==> src/rtl/miniproc_pkg.sv <==
// Shared encodings for the fetch/data memory arbiter: access sizes, FSM states, port owners.
package miniproc_pkg;

  localparam logic [1:0] SZ_BYTE = 2'd0;
  localparam logic [1:0] SZ_HALF = 2'd1;
  localparam logic [1:0] SZ_WORD = 2'd2;

  typedef enum logic {IDLE, ACC} state_t;

  typedef enum logic {OWN_I, OWN_D} owner_t;

endpackage

==> src/rtl/mem_arbiter_if.sv <==
// Bundle of the fetch port, data port and memory port seen by mem_arbiter.
interface mem_arbiter_if #(
  parameter int ADDR_W = 32
);
  logic              i_req;
  logic [ADDR_W-1:0] i_addr;
  logic              i_gnt;
  logic              i_rvalid;
  logic [31:0]       i_rdata;

  logic              d_req;
  logic              d_we;
  logic [1:0]        d_size;
  logic [ADDR_W-1:0] d_addr;
  logic [31:0]       d_wdata;
  logic              d_gnt;
  logic              d_rvalid;
  logic [31:0]       d_rdata;
  logic              d_err;

  logic [ADDR_W-1:0] mem_addr;
  logic [31:0]       mem_wdata;
  logic [3:0]        mem_wen;
  logic              mem_rd;
  logic [31:0]       mem_rdata;

  modport slave (
    input  i_req, i_addr, d_req, d_we, d_size, d_addr, d_wdata, mem_rdata,
    output i_gnt, i_rvalid, i_rdata, d_gnt, d_rvalid, d_rdata, d_err,
    output mem_addr, mem_wdata, mem_wen, mem_rd
  );

  modport master (
    output i_req, i_addr, d_req, d_we, d_size, d_addr, d_wdata, mem_rdata,
    input  i_gnt, i_rvalid, i_rdata, d_gnt, d_rvalid, d_rdata, d_err,
    input  mem_addr, mem_wdata, mem_wen, mem_rd
  );
endinterface

==> src/rtl/mem_lane_gen.sv <==
// Combinational store-lane decoder: active-low byte enables, replicated write data, misalignment flag.
module mem_lane_gen
  import miniproc_pkg::*;
(
  input  logic [1:0]  size_i,
  input  logic [1:0]  addr_i,
  input  logic [31:0] wdata_i,
  output logic [3:0]  wen_o,
  output logic [31:0] wdata_o,
  output logic        misaligned_o
);

  always_comb begin
    wen_o        = 4'b1111;
    wdata_o      = wdata_i;
    misaligned_o = 1'b0;
    case (size_i)
      SZ_BYTE: begin
        wen_o   = ~(4'b0001 << addr_i);
        wdata_o = {4{wdata_i[7:0]}};
      end
      SZ_HALF: begin
        wdata_o = {2{wdata_i[15:0]}};
        if (addr_i[0]) begin
          misaligned_o = 1'b1;
        end else begin
          wen_o = addr_i[1] ? 4'b0011 : 4'b1100;
        end
      end
      SZ_WORD: begin
        if (addr_i != 2'd0) begin
          misaligned_o = 1'b1;
        end else begin
          wen_o = 4'b0000;
        end
      end
      default: misaligned_o = 1'b1;
    endcase
  end

endmodule

==> src/rtl/mem_arbiter.sv <==
// Fetch/data arbiter onto one memory port: combinational grant in IDLE, one ACC cycle, rvalid the cycle after.
// Contention goes to the data port unless ARB_RR_EN is defined, which alternates between ports.
module mem_arbiter
  import miniproc_pkg::*;
#(
  parameter int ADDR_W = 32
) (
  input  logic         clk,
  input  logic         rst,
  mem_arbiter_if.slave bus
);

  state_t            state_q, state_d;
  owner_t            owner_q, owner_d;
  logic [ADDR_W-1:0] addr_q, addr_d;
  logic              we_q, we_d;
  logic [1:0]        size_q, size_d;
  logic [31:0]       wdata_q, wdata_d;
  logic              i_rvalid_q, i_rvalid_d;
  logic              d_rvalid_q, d_rvalid_d;
  logic              d_err_q, d_err_d;
  logic [31:0]       i_rdata_q, i_rdata_d;
  logic [31:0]       d_rdata_q, d_rdata_d;

  logic              i_gnt_c, d_gnt_c, mem_rd_c;
  logic [3:0]        mem_wen_c;
  logic              win_dport;
  logic [3:0]        lane_wen;
  logic [31:0]       lane_wdata;
  logic              lane_mis;
  logic [31:0]       rsp_data;

  mem_lane_gen u_lane (
    .size_i       (size_q),
    .addr_i       (addr_q[1:0]),
    .wdata_i      (wdata_q),
    .wen_o        (lane_wen),
    .wdata_o      (lane_wdata),
    .misaligned_o (lane_mis)
  );

`ifdef ARB_RR_EN
  owner_t last_q, last_d;

  // Contention goes to whichever port was not granted last.
  assign win_dport = bus.d_req && (!bus.i_req || last_q == OWN_I);

  always_comb begin
    last_d = last_q;
    if (d_gnt_c) begin
      last_d = OWN_D;
    end else if (i_gnt_c) begin
      last_d = OWN_I;
    end
  end

  always_ff @(posedge clk or posedge rst) begin
    if (rst) begin
      last_q <= OWN_I;
    end else begin
      last_q <= last_d;
    end
  end
`else
  assign win_dport = bus.d_req;
`endif

  assign rsp_data = we_q ? 32'd0 : bus.mem_rdata;

  always_comb begin
    state_d    = state_q;
    owner_d    = owner_q;
    addr_d     = addr_q;
    we_d       = we_q;
    size_d     = size_q;
    wdata_d    = wdata_q;
    i_rvalid_d = 1'b0;
    d_rvalid_d = 1'b0;
    d_err_d    = 1'b0;
    i_rdata_d  = i_rdata_q;
    d_rdata_d  = d_rdata_q;
    i_gnt_c    = 1'b0;
    d_gnt_c    = 1'b0;
    mem_rd_c   = 1'b0;
    mem_wen_c  = 4'b1111;
    case (state_q)
      IDLE: begin
        // Grants are suppressed while reset is held, since they are combinational.
        if (!rst && (bus.i_req || bus.d_req)) begin
          state_d = ACC;
          if (win_dport) begin
            d_gnt_c = 1'b1;
            owner_d = OWN_D;
            addr_d  = bus.d_addr;
            we_d    = bus.d_we;
            size_d  = bus.d_size;
            wdata_d = bus.d_wdata;
          end else begin
            i_gnt_c = 1'b1;
            owner_d = OWN_I;
            addr_d  = bus.i_addr;
            we_d    = 1'b0;
            size_d  = SZ_WORD;
            wdata_d = 32'd0;
          end
        end
      end
      ACC: begin
        state_d = IDLE;
        if (we_q) begin
          mem_wen_c = lane_wen;
        end else begin
          mem_rd_c = 1'b1;
        end
        if (owner_q == OWN_D) begin
          d_rvalid_d = 1'b1;
          d_rdata_d  = rsp_data;
          d_err_d    = we_q && lane_mis;
        end else begin
          i_rvalid_d = 1'b1;
          i_rdata_d  = rsp_data;
        end
      end
      default: state_d = IDLE;
    endcase
  end

  always_ff @(posedge clk or posedge rst) begin
    if (rst) begin
      state_q    <= IDLE;
      owner_q    <= OWN_I;
      addr_q     <= '0;
      we_q       <= 1'b0;
      size_q     <= SZ_BYTE;
      wdata_q    <= 32'd0;
      i_rvalid_q <= 1'b0;
      d_rvalid_q <= 1'b0;
      d_err_q    <= 1'b0;
      i_rdata_q  <= 32'd0;
      d_rdata_q  <= 32'd0;
    end else begin
      state_q    <= state_d;
      owner_q    <= owner_d;
      addr_q     <= addr_d;
      we_q       <= we_d;
      size_q     <= size_d;
      wdata_q    <= wdata_d;
      i_rvalid_q <= i_rvalid_d;
      d_rvalid_q <= d_rvalid_d;
      d_err_q    <= d_err_d;
      i_rdata_q  <= i_rdata_d;
      d_rdata_q  <= d_rdata_d;
    end
  end

  assign bus.i_gnt     = i_gnt_c;
  assign bus.i_rvalid  = i_rvalid_q;
  assign bus.i_rdata   = i_rdata_q;
  assign bus.d_gnt     = d_gnt_c;
  assign bus.d_rvalid  = d_rvalid_q;
  assign bus.d_rdata   = d_rdata_q;
  assign bus.d_err     = d_err_q;
  assign bus.mem_addr  = addr_q;
  assign bus.mem_wdata = lane_wdata;
  assign bus.mem_wen   = mem_wen_c;
  assign bus.mem_rd    = mem_rd_c;

endmodule

==> src/flat_wrapper.sv <==
// flat-port wrapper written by rule: the top's interface ports become plain ports
module mem_arbiter_flat import miniproc_pkg::*;
#(
  parameter int ADDR_W = 32
)
  (clk, rst, bus_i_req, bus_i_addr, bus_d_req, bus_d_we, bus_d_size, bus_d_addr, bus_d_wdata, bus_mem_rdata, bus_i_gnt, bus_i_rvalid, bus_i_rdata, bus_d_gnt, bus_d_rvalid, bus_d_rdata, bus_d_err, bus_mem_addr, bus_mem_wdata, bus_mem_wen, bus_mem_rd);
  mem_arbiter_if #(.ADDR_W(ADDR_W)) bus_i ();
  input  logic clk;
  input  logic rst;
  input wire logic [$bits(bus_i.i_req)-1:0] bus_i_req;
  input wire logic [$bits(bus_i.i_addr)-1:0] bus_i_addr;
  input wire logic [$bits(bus_i.d_req)-1:0] bus_d_req;
  input wire logic [$bits(bus_i.d_we)-1:0] bus_d_we;
  input wire logic [$bits(bus_i.d_size)-1:0] bus_d_size;
  input wire logic [$bits(bus_i.d_addr)-1:0] bus_d_addr;
  input wire logic [$bits(bus_i.d_wdata)-1:0] bus_d_wdata;
  input wire logic [$bits(bus_i.mem_rdata)-1:0] bus_mem_rdata;
  output wire logic [$bits(bus_i.i_gnt)-1:0] bus_i_gnt;
  output wire logic [$bits(bus_i.i_rvalid)-1:0] bus_i_rvalid;
  output wire logic [$bits(bus_i.i_rdata)-1:0] bus_i_rdata;
  output wire logic [$bits(bus_i.d_gnt)-1:0] bus_d_gnt;
  output wire logic [$bits(bus_i.d_rvalid)-1:0] bus_d_rvalid;
  output wire logic [$bits(bus_i.d_rdata)-1:0] bus_d_rdata;
  output wire logic [$bits(bus_i.d_err)-1:0] bus_d_err;
  output wire logic [$bits(bus_i.mem_addr)-1:0] bus_mem_addr;
  output wire logic [$bits(bus_i.mem_wdata)-1:0] bus_mem_wdata;
  output wire logic [$bits(bus_i.mem_wen)-1:0] bus_mem_wen;
  output wire logic [$bits(bus_i.mem_rd)-1:0] bus_mem_rd;
  assign bus_i.i_req = bus_i_req;
  assign bus_i.i_addr = bus_i_addr;
  assign bus_i.d_req = bus_d_req;
  assign bus_i.d_we = bus_d_we;
  assign bus_i.d_size = bus_d_size;
  assign bus_i.d_addr = bus_d_addr;
  assign bus_i.d_wdata = bus_d_wdata;
  assign bus_i.mem_rdata = bus_mem_rdata;
  assign bus_i_gnt = bus_i.i_gnt;
  assign bus_i_rvalid = bus_i.i_rvalid;
  assign bus_i_rdata = bus_i.i_rdata;
  assign bus_d_gnt = bus_i.d_gnt;
  assign bus_d_rvalid = bus_i.d_rvalid;
  assign bus_d_rdata = bus_i.d_rdata;
  assign bus_d_err = bus_i.d_err;
  assign bus_mem_addr = bus_i.mem_addr;
  assign bus_mem_wdata = bus_i.mem_wdata;
  assign bus_mem_wen = bus_i.mem_wen;
  assign bus_mem_rd = bus_i.mem_rd;
  mem_arbiter #(.ADDR_W(ADDR_W)) u_core (.clk(clk), .rst(rst), .bus(bus_i));
endmodule
==> config.mk <==
export PLATFORM = sky130hd
export DESIGN_NAME = mem_arbiter_flat
export DESIGN_NICKNAME = d
export VERILOG_FILES = /design/src/rtl/miniproc_pkg.sv /design/src/rtl/mem_arbiter_if.sv /design/src/rtl/mem_lane_gen.sv /design/src/rtl/mem_arbiter.sv /design/src/flat_wrapper.sv
export SDC_FILE = /design/constraint.sdc
export NUM_CORES = 1
export LEC_CHECK = 0
export BUFFER_PORTS_ARGS = -buffer_cell sky130_fd_sc_hd__buf_2
export CAP_MARGIN = 10
export CORE_MARGIN = 3
export CORE_UTILIZATION = 48
export CTS_CLUSTER_SIZE = 30
export DETAILED_ROUTE_END_ITERATION = 10
export GPL_TIMING_DRIVEN = 0
export PLACE_DENSITY = 0.81
export SLEW_MARGIN = 25
export SYNTH_ARGS = -nofsm -noshare
export SYNTH_HDL_FRONTEND = slang
export SYNTH_SLANG_ARGS = --single-unit
==> constraint.sdc <==
create_clock -name clk -period 8.1 [get_ports clk]
set_input_delay 0.81 -clock clk [delete_from_list [all_inputs] [get_ports clk]]
set_output_delay 0.81 -clock clk [all_outputs]
set_load 0.05 [all_outputs]
# Word level (Yosys, flattened, before mapping)
# Cells that the tools add are included.
# word_totals
regBits	136
latch_bits	0
ram_bits	0
romBits	0
inputBits	135
out_inout_bits	138
wordCells	57
memories	0
# op_classes
n_addsub	0
mul	0
div	0
order_cmp	0
n_eq_ne	2
shift	1
mux	31
bitwise_logic	3
reduce_logical	9
# op_table
cell	count
two-way mux 32 bit	3
one-hot mux 32 bit (2 select lines)	1
two-way mux 4 bit	5
two-way mux 1 bit	18
one-hot mux 4 bit (3 select lines)	1
AND reduction 2 bit	3
NOT 4 bit	1
<< shifter 1 x 2 -> 4 bit, first input constant	1
one-hot mux 1 bit (3 select lines)	1
== test 2 x 1 -> 1 bit, second input constant	1
== test 2 bit, second input constant	1
logical AND 1 bit	2
zero test 2 bit	1
two-way mux 2 bit	1
NOT 1 bit	2
one-hot mux 1 bit (2 select lines)	1
nonzero test 2 bit	1
zero test 1 bit	1
logical OR 1 bit	1

# Logic depth before layout (Yosys ltp)
# Gate-level depths: netlist of run 1.
# logic_depth
depth_word	6
mapped_depth	5
mapped_depth_nobuf	4

# By module
# From an unflattened synthesis of run 1, not the netlist that was laid out.
# hier_totals
cells_unflattened	512
area_unflattened_um2	6083.3
# by_module_without_submodules
mod	n_inst	cells_per_inst	area_per_inst_um2	seq_area_each_um2
mem_arbiter	1	446	5559.1	3403.3
mem_lane_gen	1	66	524.3	0.0

# Least setup slack after synthesis of run 1
# No wires, ideal clock.
# synth_path
path_kind	reg2out
start	register u_core.addr_q[0], in the netlist u_core.bus.mem_addr[0]
end	output port bus_mem_wen[3]
arrival_ns	2.874
required_time_ns	7.290
setup_slack_ns	4.416
path_stages_with_launch	4
n_path_buf	1
cell_sequence	dfrtp_1 -> clkbuf_1 -> nor3_1 -> o311ai_0
# synth_between
elab_chain_cells	5
elab_cells_between_ends	8
classes_between	1 x shift; 5 x mux; 1 x bitwise; 1 x reduce/logical
# synth_lines
item	line	rtl
start: declaration	mem_arbiter.sv:15	logic [ADDR_W-1:0] addr_q, addr_d;
start signal: assignment	mem_arbiter.sv:144	addr_q <= addr_d;
nonzero test 2 bit / << shifter 1 x 2 -> 4 bit (equally long branches)	mem_lane_gen.sv:31, mem_lane_gen.sv:19	
two-way mux 4 bit / NOT 4 bit (equally long branches)	mem_lane_gen.sv:31, mem_lane_gen.sv:19	
one-hot mux 4 bit (3 select lines) (*)	mem_lane_gen.sv:17	case (size_i)
two-way mux 4 bit (*)	mem_arbiter.sv:110	if (we_q) begin
two-way mux 4 bit (*)	mem_arbiter.sv:86	case (state_q)
end: declaration	flat_wrapper.sv:27	output wire logic [$bits(bus_i.mem_wen)-1:0] bus_mem_wen;
# Every way passes the cells marked *; elsewhere a longest branch is shown, timed or not.

# Worst setup path in the final report of run 1
# layout_path
start	input port rst
end	output port bus_d_gnt
# layout_between
elab_chain_cells	4
# layout_lines
item	line	rtl
start: declaration	flat_wrapper.sv:9	input logic rst;
zero test 1 bit	mem_arbiter.sv:89	if (!rst && (bus.i_req || bus.d_req)) begin
logical AND 1 bit	mem_arbiter.sv:89	
two-way mux 1 bit	mem_arbiter.sv:89	
two-way mux 1 bit	mem_arbiter.sv:86	
end: declaration	flat_wrapper.sv:21	output wire logic [$bits(bus_i.d_gnt)-1:0] bus_d_gnt;
# No other way between the ends.

==> flow_summary.json, run 1 <==
{
  "status": "finished clean",
  "tritoncts": "done",
  "detail_route.vias_per_cell": 5.299,
  "syn_area_per_cell_um2": 11.78,
  "cts_made_buffers": 17,
  "ctsHoldBuffers": 0,
  "place_worst_setup_slack_ns": 5.149,
  "drtAntennaViolNets": 0,
  "first_pass_grt_wire_length_um": 28390,
  "dominantRegCellSynth": "dfrtp_1",
  "area_growth_syn_to_layout_pct": 36.01,
  "dieHeight_um": 118.4,
  "synth_top_area_cells": "dfrtp_1 (56%), mux2_2 (9.7%), mux2_4 (6.9%), o21ai_0 (6.3%), a22o_1 (4.9%)",
  "dp_hpwl_um": 13220,
  "syn-instance-count": 515,
  "postCtsResizedCells": 0,
  "cap_viol_max_count": 0,
  "worst_slew_margin_rel_pct": 63.17,
  "final-hold-violation-count": 0,
  "tightestPinTransition_ns": 0.5519,
  "setup_repair_after_global_routing_missed_its_margin": "false",
  "async_flop_share_pct": 100.0,
  "synth.distinct_cells": 29,
  "grt_residual_overflow": 0,
  "layout.cells.most_common_list": "buf_2 (284), dfrtp_1 (136), o21ai_0 (76), nand2_1 (75), mux2_2 (52)",
  "clkLatencyLatePin_ns": 0.42,
  "fraction_of_layout_instances_using_a_drive_strength_above_1_pct": 50.18,
  "worst_setup_path_type": "in -> out",
  "sum_of_buffers_and_inverters_on_the_critical_path": 4,
  "fin_nets": 941,
  "endpoint_kind": "output pin",
  "critical_path_data_arrival_time_ns": 2.13,
  "placement.io_buffers": 271,
  "power.density_cell_area_mw_per_mm2": 341.1,
  "fmax_mhz": 339.7,
  "ctsRootBufferMaster": "clkbuf_16",
  "r2r_cells": 5,
  "cp_slowest_stage_delay_ns": 0.31,
  "setup.reg_to_reg.worst_slack_ns": 6.38,
  "die-area_mm2": 0.01402,
  "drt_wl_total_um": 17530,
  "floorplan.initialDensity_pct": 49.88,
  "firstDrtPassIters": 5,
  "route.vias.total": 5230,
  "cts_max_level": 4,
  "fp.dieW_um": 118.4,
  "remaining_drc_errors": 0,
  "leak_pwr_uw": 0.004284,
  "design.core.area_mm2": 0.01216,
  "critPathRequiredTime_ns": 7.29,
  "layout_setup_ws_ns": 5.156,
  "period_minus_slack_ns": 2.944,
  "finClkSkew_ns": 0.006690,
  "synth_edf_count": 0,
  "cp_top_family": "buffers and inverters",
  "global_route.usage.total_pct": 25.61,
  "postSynthNetCount": 650,
  "synth_top_area_share_pct": 56.11,
  "clk_pin_slew_worst_paths_ns": 0.05,
  "sequential_cell_area_mm2": 0.003403,
  "syn_area_mm2": 0.006066,
  "finalCritPeriodShare_pct": 36.35,
  "totalNegativeSetupSlack_ns": 0,
  "timing.rr.start": "u_core.state_q",
  "multi_input_area_mm2": 0.002392,
  "clock_sinks": 136,
  "critPathMaxFanout": 10,
  "pin_count_of_the_biggest_net_entering_global_routing": 73,
  "cts_post_setup_buffers_inserted": 0,
  "core.rowCount": 40,
  "vias_in_the_first_global_route": 5521,
  "gpl.final_weighted_congestion": 0.8554,
  "layout.filler_cells": 936,
  "setup-violations-final": 0,
  "maxSlewViolCount": 0,
  "top_level_ports": 273,
  "holdCritPathClass": "in -> async",
  "critPathMostFrequentCell": "buf_2",
  "seq_area_frac_synth_pct": 56.11,
  "worst_ir_drop_vdd_v": 0.0002453,
  "initialDrtViolationCount": 276,
  "yosysTopAreaCell": "dfrtp_1",
  "ctsLongestPathBuffers": 2,
  "layout_commonest_cell": "buf_2",
  "worst_r2r_endpoint": "u_core.bus.d_rdata[7]",
  "yosys_register_bits": 136,
  "grt_antenna_before_repair": 0,
  "yosysWarnings": 0,
  "timing.critical_path.cells": "buf_2, nor2_1, and2_1, buf_2, buf_2, buf_2",
  "antenna_cells_inserted": 0,
  "wire_per_inst_um": 17.76,
  "critical_path.startpoint_type": "input pin",
  "critical-path-slowest-cell": "buf_2"
}
[per-layer routing]
layer / wire length (um) / vias to the layer above / track usage, %
li1: - / 2360 / -
met3: 1420 / 33 / 7.225
met1: 6900 / 2568 / 30.62
met4: 414 / 0 / 9.703
met5: 0 / - / 0
met2: 8793 / 269 / 44.02
[per-stage QoR]
stage	util (%)	instance area, um^2	total power (uW)	instances	hold WS (ns)
2_1_floorplan	-	6066	1766	515	0.4672
3_3_place_gp	62.76	7632	2036	954	0.4589
3_5_place_dp	63.05	7667	2066	955	0.4654
4_1_cts	67.84	8250	2826	987	0.4397
5_1_grt	67.84	8250	2930	987	0.4602
6_report	67.84	8250	2814	987	0.4213
[sequential cells by signal, summed over array words and instances, names as in the netlist]
register / flops
u_core.bus.d_err: 1
u_core.bus.d_rdata: 32
u_core.bus.d_rvalid: 1
u_core.bus.i_rdata: 32
u_core.bus.i_rvalid: 1
u_core.bus.mem_addr: 32
u_core.owner_q: 1
u_core.size_q: 2
u_core.state_q: 1
u_core.wdata_q: 32
u_core.we_q: 1
[power breakdown]
group	switching (uW)	internal, uW	total, uW
clock	292	466	759
combinational	829	290	1120
sequential	100	836	936
[cells by family after synthesis]
kind of cell / share of synthesized area [%]
flops: 56.11
simple gates: 9.117
compound gates: 12.27
mux: 17.90
buf+inv: 4.455
xor+xnor: 0.1444
[worst max-delay path by stage]
stage | start | to | depth (start not counted)
6_report | rst | bus_d_gnt | 6
5_1_grt | rst | bus_d_gnt | 6
4_1_cts | rst | bus_d_gnt | 6
3_5_place_dp | rst | bus_d_gnt | 6
3_3_place_gp | rst | u_core.bus.d_rdata[10] | 2
2_1_floorplan | rst | u_core.bus.d_err | 1
[final cells by class]
cell class / instances / area share [%]
well taps: 168 / 2.548
clock buffers: 20 / 5.535
multi-input cells: 326 / 29.00
inverters: 6 / 0.3943
repair buffers: 272 / 16.77
clock inverters: 12 / 1.532
plain buffers: 47 / 2.972
flip-flops and latches: 136 / 41.25
[cell usage after synthesis (3+ instances only)]
| master | n |
|---|---|
| o21ai_0 | 76 |
| mux2i_1 | 8 |
| nor2_1 | 3 |
| buf_4 | 8 |
| clkbuf_1 | 23 |
| inv_1 | 5 |
| buf_6 | 3 |
| mux2_4 | 28 |
| mux2_2 | 52 |
| buf_2 | 13 |
| dfrtp_1 | 136 |
| nand2b_1 | 35 |
| nand2_1 | 75 |
| a22o_1 | 34 |
No activity file was read; power rests on OpenSTA's default activity.
==> inputs of run 2 (changes only) <==
--- a/config.mk
+++ b/config.mk
@@ -5,14 +5,15 @@
 export SDC_FILE = /design/constraint.sdc
 export NUM_CORES = 1
 export LEC_CHECK = 0
+export ABC_AREA = 1
 export BUFFER_PORTS_ARGS = -buffer_cell sky130_fd_sc_hd__buf_2
 export CAP_MARGIN = 10
 export CORE_MARGIN = 3
-export CORE_UTILIZATION = 48
+export CORE_UTILIZATION = 43
 export CTS_CLUSTER_SIZE = 30
 export DETAILED_ROUTE_END_ITERATION = 10
 export GPL_TIMING_DRIVEN = 0
-export PLACE_DENSITY = 0.81
+export PLACE_DENSITY = 0.76
 export SLEW_MARGIN = 25
 export SYNTH_ARGS = -nofsm -noshare
 export SYNTH_HDL_FRONTEND = slang
==> constraint.sdc (replaced) <==
create_clock -name clk -period 2.62 [get_ports clk]
set_input_delay 0.262 -clock clk [delete_from_list [all_inputs] [get_ports clk]]
set_output_delay 0.262 -clock clk [all_outputs]
set_load 0.05 [all_outputs]
==> flow_summary.json, run 2 <==
{
  "status": "finished clean",
  "grt_antenna_before_repair": 1,
  "dominant_combinational_cell_family_by_area_after_synthesis": "simple AND/OR/NAND/NOR gates",
  "synth_top_area_share_pct": 54.08,
  "yosys.cell_count.top_type": "nand2_1",
  "area_growth_syn_to_layout_pct": 37.04,
  "cts_post_setup_buffers_inserted": 0,
  "leak_pwr_uw": 0.005126,
  "cts_max_level": 4,
  "clkLatencyLatePin_ns": 0.41,
  "clk_pin_slew_worst_paths_ns": 0.05,
  "fin_nets": 1274,
  "yosys.area_share.adder_pct": 0,
  "tritoncts": "done",
  "yosys-mux-area-fraction_pct": 0,
  "synth_top_area_cells": "dfrtp_1 (54%), nand2_1 (27%), o21ai_0 (4.9%), inv_1 (3.3%), nor2_1 (2.7%)",
  "critical_path_data_arrival_time_ns": 2.14,
  "yosysTopAreaCell": "dfrtp_1",
  "syn-instance-count": 843,
  "synth_top_cells_by_count": "nand2_1 (449), dfrtp_1 (136), o21ai_0 (62), inv_1 (56), nor2_1 (45)",
  "global_route.usage.total_pct": 23.42,
  "initialDrtViolationCount": 384,
  "fp.dieW_um": 127.0,
  "finClkSkew_ns": 0.008520,
  "detail_route.vias_per_cell": 4.763,
  "p_int_uw": 5007,
  "floorplan.initialDensity_pct": 44.65,
  "wire_per_inst_um": 14.07,
  "seq_area_frac_synth_pct": 54.08,
  "drtAntennaViolNets": 0,
  "tightestPinTransition_ns": 0.5403,
  "fraction_of_layout_instances_using_a_drive_strength_above_1_pct": 30.09,
  "syn_area_mm2": 0.006294,
  "placement.io_buffers": 271,
  "endpoint_kind": "output pin",
  "setup_repair_after_global_routing_missed_its_margin": "false",
  "cap_viol_max_count": 0,
  "worst_ir_drop_vdd_v": 0.0004889,
  "grt_residual_overflow": 0,
  "dominantRegCellSynth": "dfrtp_1",
  "yosysWarnings": 0,
  "fmax_mhz": 416.0,
  "seqPwrFrac_pct": 32.3,
  "finalCritPeriodShare_pct": 91.75,
  "first_pass_grt_wire_length_um": 29970,
  "critical_path.startpoint_type": "input pin",
  "ctsLongestPathBuffers": 2,
  "share_of_synthesized_cell_area_in_and_or_nand_and_nor_gates_pct": 31.45,
  "cts_made_buffers": 17,
  "clock_sinks": 136,
  "power.switching_uw": 3788,
  "layout.cells.most_common_list": "nand2_1 (449), buf_2 (293), dfrtp_1 (136), o21ai_0 (62), inv_1 (55)",
  "worst_setup_path_type": "in -> out",
  "dieHeight_um": 127.0,
  "period_minus_slack_ns": 2.404,
  "final_non_filler_cell_total": 1330,
  "firstDrtPassIters": 5,
  "remaining_drc_errors": 0,
  "place_inst": 1298,
  "critPathRequiredTime_ns": 2.36,
  "maxSlewViolCount": 0,
  "synth-compound-area-share_pct": 6.501,
  "ctsRootBufferMaster": "clkbuf_16",
  "design.core.area_mm2": 0.01410,
  "power_switching_share_pct": 43.07,
  "postSynthNetCount": 978,
  "syn_area_per_cell_um2": 7.466,
  "async_flop_share_pct": 100.0,
  "yosys_register_bits": 136,
  "pin_count_of_the_biggest_net_entering_global_routing": 31,
  "antenna_cells_inserted": 0,
  "combPwrFrac_pct": 38.9,
  "power.density_cell_area_mw_per_mm2": 1020,
  "vias_in_the_first_global_route": 6086,
  "synthXorXnorAreaFrac_pct": 0,
  "final-hold-violation-count": 0,
  "layout_commonest_cell": "nand2_1",
  "synth.distinct_cells": 20,
  "critPathMaxFanout": 30,
  "setup-violations-final": 0,
  "core.rowCount": 43,
  "synth_edf_count": 0,
  "die-area_mm2": 0.01612,
  "total_chip_power_uw": 8794,
  "route.vias.total": 6335,
  "dp_hpwl_um": 14410,
  "drt_wl_total_um": 18720,
  "top_level_ports": 273,
  "gpl.final_weighted_congestion": 0.9384,
  "holdCritPathClass": "in -> reg",
  "power.share.clock_pct": 28.8,
  "worst_slew_margin_rel_pct": 63.98
}
## run 2: worst paths after layout
path | startpoint | end | slack, ns | cells after the start
min | bus_d_wdata[26] | u_core.wdata_q[26] | 0.05 | 3
max in group asynchronous | rst | u_core.we_q | 1.70 | 5
max reg2reg | u_core.owner_q | u_core.bus.d_rdata[26] | 1.13 | 5
max | rst | bus_i_gnt | 0.22 | 10
min reg2reg | u_core.bus.mem_addr[29] | u_core.bus.mem_addr[29] | 0.47 | 2
min in group asynchronous | rst | u_core.bus.mem_addr[27] | 0.53 | 4
## run 2: stage by stage
step / utilization [%] / hold slack (ns) / cell area (um^2) / setup slack [ns] / setup TNS [ns]
after floorplan: - / 0.3716 / 6304 / -0.6624 / -20.67
after global placement: 55.94 / 0.4498 / 7885 / -1.806 / -115.57
after detailed placement: 56.51 / 0.3992 / 7965 / 0.3460 / 0
after CTS: 61.18 / 0.02874 / 8625 / 0.1884 / 0
after global routing: 61.18 / 0.03585 / 8625 / 0.06149 / 0
final: 61.18 / 0.04798 / 8625 / 0.2163 / 0
## run 2: kinds of logic after synthesis
group                  after synthesis
AO/OA/AOI/OAI                       77
buffers and inverters              113
flip-flops                         136
AND/OR/NAND/NOR                    517
## run 2: power by group through the flow
stage          Combinational [uW]  Sequential, uW  Clock [uW]
5_1_grt                      3650            2900        2670
6_report                     3420            2840        2530
4_1_cts                      3450            2840        2560
2_1_floorplan                1160            4210           0
3_3_place_gp                 3390            2860           0
3_5_place_dp                 3440            2870           0
## run 2: critical path, stage by stage
cell           delay (ns)
dlygate4sd3_1        0.54
buf_2                0.15
clkinvlp_4           0.14
buf_12               0.21
nand2_1              0.11
nor2_4               0.20
buf_6                0.18
nand2_1              0.06
inv_1                0.05
buf_2                0.25
## run 2: metal layers
layer	GRT usage (%)	routed length [um]	up-vias
li1	-	-	3151
met1	29.34	7799	2854
met2	38.29	8801	290
met3	6.647	1614	38
met4	9.653	487	2
met5	0	13	-
## run 2: cell type report
class                      count  area, um^2
fill                        1318        5472
inverter                      60       229.0
multi-input combinational    594        2389
buffer                        53       282.8
sequential                   136        3403
timing repair buffer         277        1466
clock inverter                 7       141.4
clock buffer                  23       488.0
tap                          180       225.2
## run 2: timing repair
item / CTS / global route
hold buffers: 2 / 0
hold endpoints to repair: 26 / 0
gates resized for setup: 0 / 0
==> inputs of run 3 (changes only) <==
--- a/config.mk
+++ b/config.mk
@@ -8,12 +8,14 @@
 export ABC_AREA = 1
 export BUFFER_PORTS_ARGS = -buffer_cell sky130_fd_sc_hd__buf_2
 export CAP_MARGIN = 10
+export CELL_PAD_IN_SITES_DETAIL_PLACEMENT = 1
+export CELL_PAD_IN_SITES_GLOBAL_PLACEMENT = 2
 export CORE_MARGIN = 3
-export CORE_UTILIZATION = 43
+export CORE_UTILIZATION = 23
 export CTS_CLUSTER_SIZE = 30
 export DETAILED_ROUTE_END_ITERATION = 10
 export GPL_TIMING_DRIVEN = 0
-export PLACE_DENSITY = 0.76
+export PLACE_DENSITY_LB_ADDON = 0.1
 export SLEW_MARGIN = 25
 export SYNTH_ARGS = -nofsm -noshare
 export SYNTH_HDL_FRONTEND = slang
==> flow_summary.json, run 3 (same netlist as run 2, synthesis figures left out) <==
{
  "fraction_of_layout_instances_using_a_drive_strength_above_1_pct": 30.30,
  "cp_top_family": "buffers and inverters",
  "area_growth_syn_to_layout_pct": 40.50,
  "clock_sinks": 136,
  "final-hold-violation-count": 0,
  "critPathMostFrequentCell": "buf_2",
  "tritoncts": "done",
  "wire_per_inst_um": 16.40,
  "maxSlewViolCount": 0,
  "holdWs_ns": 0.02370,
  "fin_nets": 1277,
  "critical-path-slowest-cell": "dfrtp_1",
  "layout.cells.most_common_list": "nand2_1 (449), buf_2 (293), dfrtp_1 (136), o21ai_0 (62), inv_1 (55)",
  "grt_residual_overflow": 0,
  "holdCritPathClass": "in -> reg",
  "critical_path_data_arrival_time_ns": 2.14,
  "initialDrtViolationCount": 241,
  "setup.reg_to_reg.worst_slack_ns": 1.03,
  "dieHeight_um": 171.4,
  "holdCritStartpoint": "bus_d_wdata[27]",
  "drt_wl_total_um": 24440,
  "layout.filler_cells": 3301,
  "placement.io_buffers": 271,
  "layout_commonest_cell": "nand2_1",
  "critPathRequiredTime_ns": 2.36,
  "first_pass_grt_wire_length_um": 38220,
  "design.core.area_mm2": 0.02650,
  "setup-violations-final": 0,
  "die-area_mm2": 0.02938,
  "min_to": "u_core.wdata_q[27]",
  "core.rowCount": 59,
  "detail_route.vias_per_cell": 4.240,
  "worst_ir_drop_vdd_v": 0.0004312,
  "route.vias.total": 6318,
  "place_area_mm2": 0.008222,
  "critical_path.startpoint_type": "flop",
  "worst_slew_margin_rel_pct": 43.61,
  "worst_setup_path_type": "reg -> out",
  "period_minus_slack_ns": 2.402,
  "place_worst_setup_slack_ns": 0.2765,
  "antenna_cells_inserted": 0,
  "tightestPinTransition_ns": 0.8430,
  "vias_in_the_first_global_route": 6731,
  "r2r_cells": 5,
  "worst_r2r_endpoint": "u_core.wdata_q[5]",
  "global_route.usage.total_pct": 16.88,
  "cap_viol_max_count": 0,
  "fmax_mhz": 416.3,
  "critPathMaxFanout": 10,
  "clk_pin_slew_worst_paths_ns": 0.07,
  "timing.critical_path.cells": "nor2_2, buf_2, nand2_1, o211ai_1, buf_2",
  "fp.dieW_um": 171.4,
  "clkLatencyLatePin_ns": 0.43,
  "finClkSkew_ns": 0.01557,
  "remaining_drc_errors": 0,
  "gpl.final_weighted_congestion": 0.7398,
  "endpoint_kind": "output pin",
  "cts_max_level": 4,
  "finalCritPeriodShare_pct": 91.68,
  "total_chip_power_uw": 8792,
  "setup_repair_after_global_routing_missed_its_margin": "false",
  "status": "finished clean",
  "cts_made_buffers": 17,
  "cts_post_setup_buffers_inserted": 0,
  "drtAntennaViolNets": 0,
  "timing.rr.start": "u_core.state_q",
  "pin_count_of_the_biggest_net_entering_global_routing": 29,
  "leak_pwr_uw": 0.005130,
  "power.density_cell_area_mw_per_mm2": 994.3,
  "totalNegativeSetupSlack_ns": 0,
  "layout_setup_ws_ns": 0.2180,
  "cp_slowest_stage_delay_ns": 0.44,
  "floorplan.initialDensity_pct": 23.75,
  "top_level_ports": 273,
  "grt_antenna_before_repair": 3,
  "hold_path_depth": 3,
  "firstDrtPassIters": 4,
  "dp_hpwl_um": 18620,
  "ctsRootBufferMaster": "clkbuf_16",
  "postLayoutCellArea_mm2": 0.008842,
  "sum_of_buffers_and_inverters_on_the_critical_path": 2,
  "ctsLongestPathBuffers": 2
}
-- run 3: cell count changes in the layout (fill, tap and decap cells not counted) --
cell / change
clkinv_4: +2
dlygate4sd3_1: +2
clkbuf_8: -3
clkinvlp_4: +1
nor2_2: +1
buf_16: +3
nor2_1: -1
bufinv_16: -2
inv_6: +4
buf_12: -2
-- run 3: worst max-delay path by stage --
| stage | slack, ns | endpoint | startpoint | depth (start not counted) |
|---|---|---|---|---|
| final | 0.22 | bus_mem_wdata[30] | u_core.size_q[0] | 5 |
| after global routing | 0.07 | bus_mem_wdata[13] | u_core.size_q[0] | 5 |
| after CTS | 0.19 | bus_mem_wdata[30] | u_core.size_q[0] | 5 |
| after detailed placement | 0.28 | bus_i_gnt | rst | 10 |
| after global placement | -2.27 | bus_i_gnt | rst | 8 |
| after floorplan | -0.66 | bus_i_gnt | rst | 6 |
-- run 3: metal layers --
metal / global-route usage, % / wire (um) / share of wire (%) / vias to the layer above
met3: 5.884 / 1834 / 7.5 / 19
met5: 0 / 47 / 0.19 / -
li1: - / - / - / 3160
met1: 21.80 / 10890 / 45 / 2958
met2: 27.32 / 11430 / 47 / 175
met4: 3.954 / 240 / 0.98 / 6
-- run 3: final cells by class --
class                      count  area, um^2  area share, %
sequential                   136        3403          38.49
multi-input combinational    594        2391          27.04
timing repair buffer         280        1529          17.29
clock buffer                  20       446.7          5.052
tap                          335       419.2          4.740
buffer                        53       282.8          3.198
inverter                      60       229.0          2.590
clock inverter                12       141.4          1.599
-- run 3: metrics by stage --
stage	util, %	instances
after floorplan	-	843
after global placement	30.48	1449
after detailed placement	31.02	1455
after CTS	33.36	1490
after global routing	33.36	1490
final	33.36	1490
-- run 3: worst min-delay path: cells and delay by family --
family / cells / cell delay, ns
buf+inv: 1 / 0.07
simple gates: 2 / 0.08
-- run 3: repair_timing --
item,in CTS,in global routing
hold endpoints to repair,13,0
setup endpoints to repair,1,0
gates resized for setup,1,0
hold buffers,3,0
-- run 3: power by group --
part | switching (uW) | internal [uW]
clock | 1010 | 1440
sequential | 267 | 2570
combinational | 2740 | 761
total | 4020 | 4770
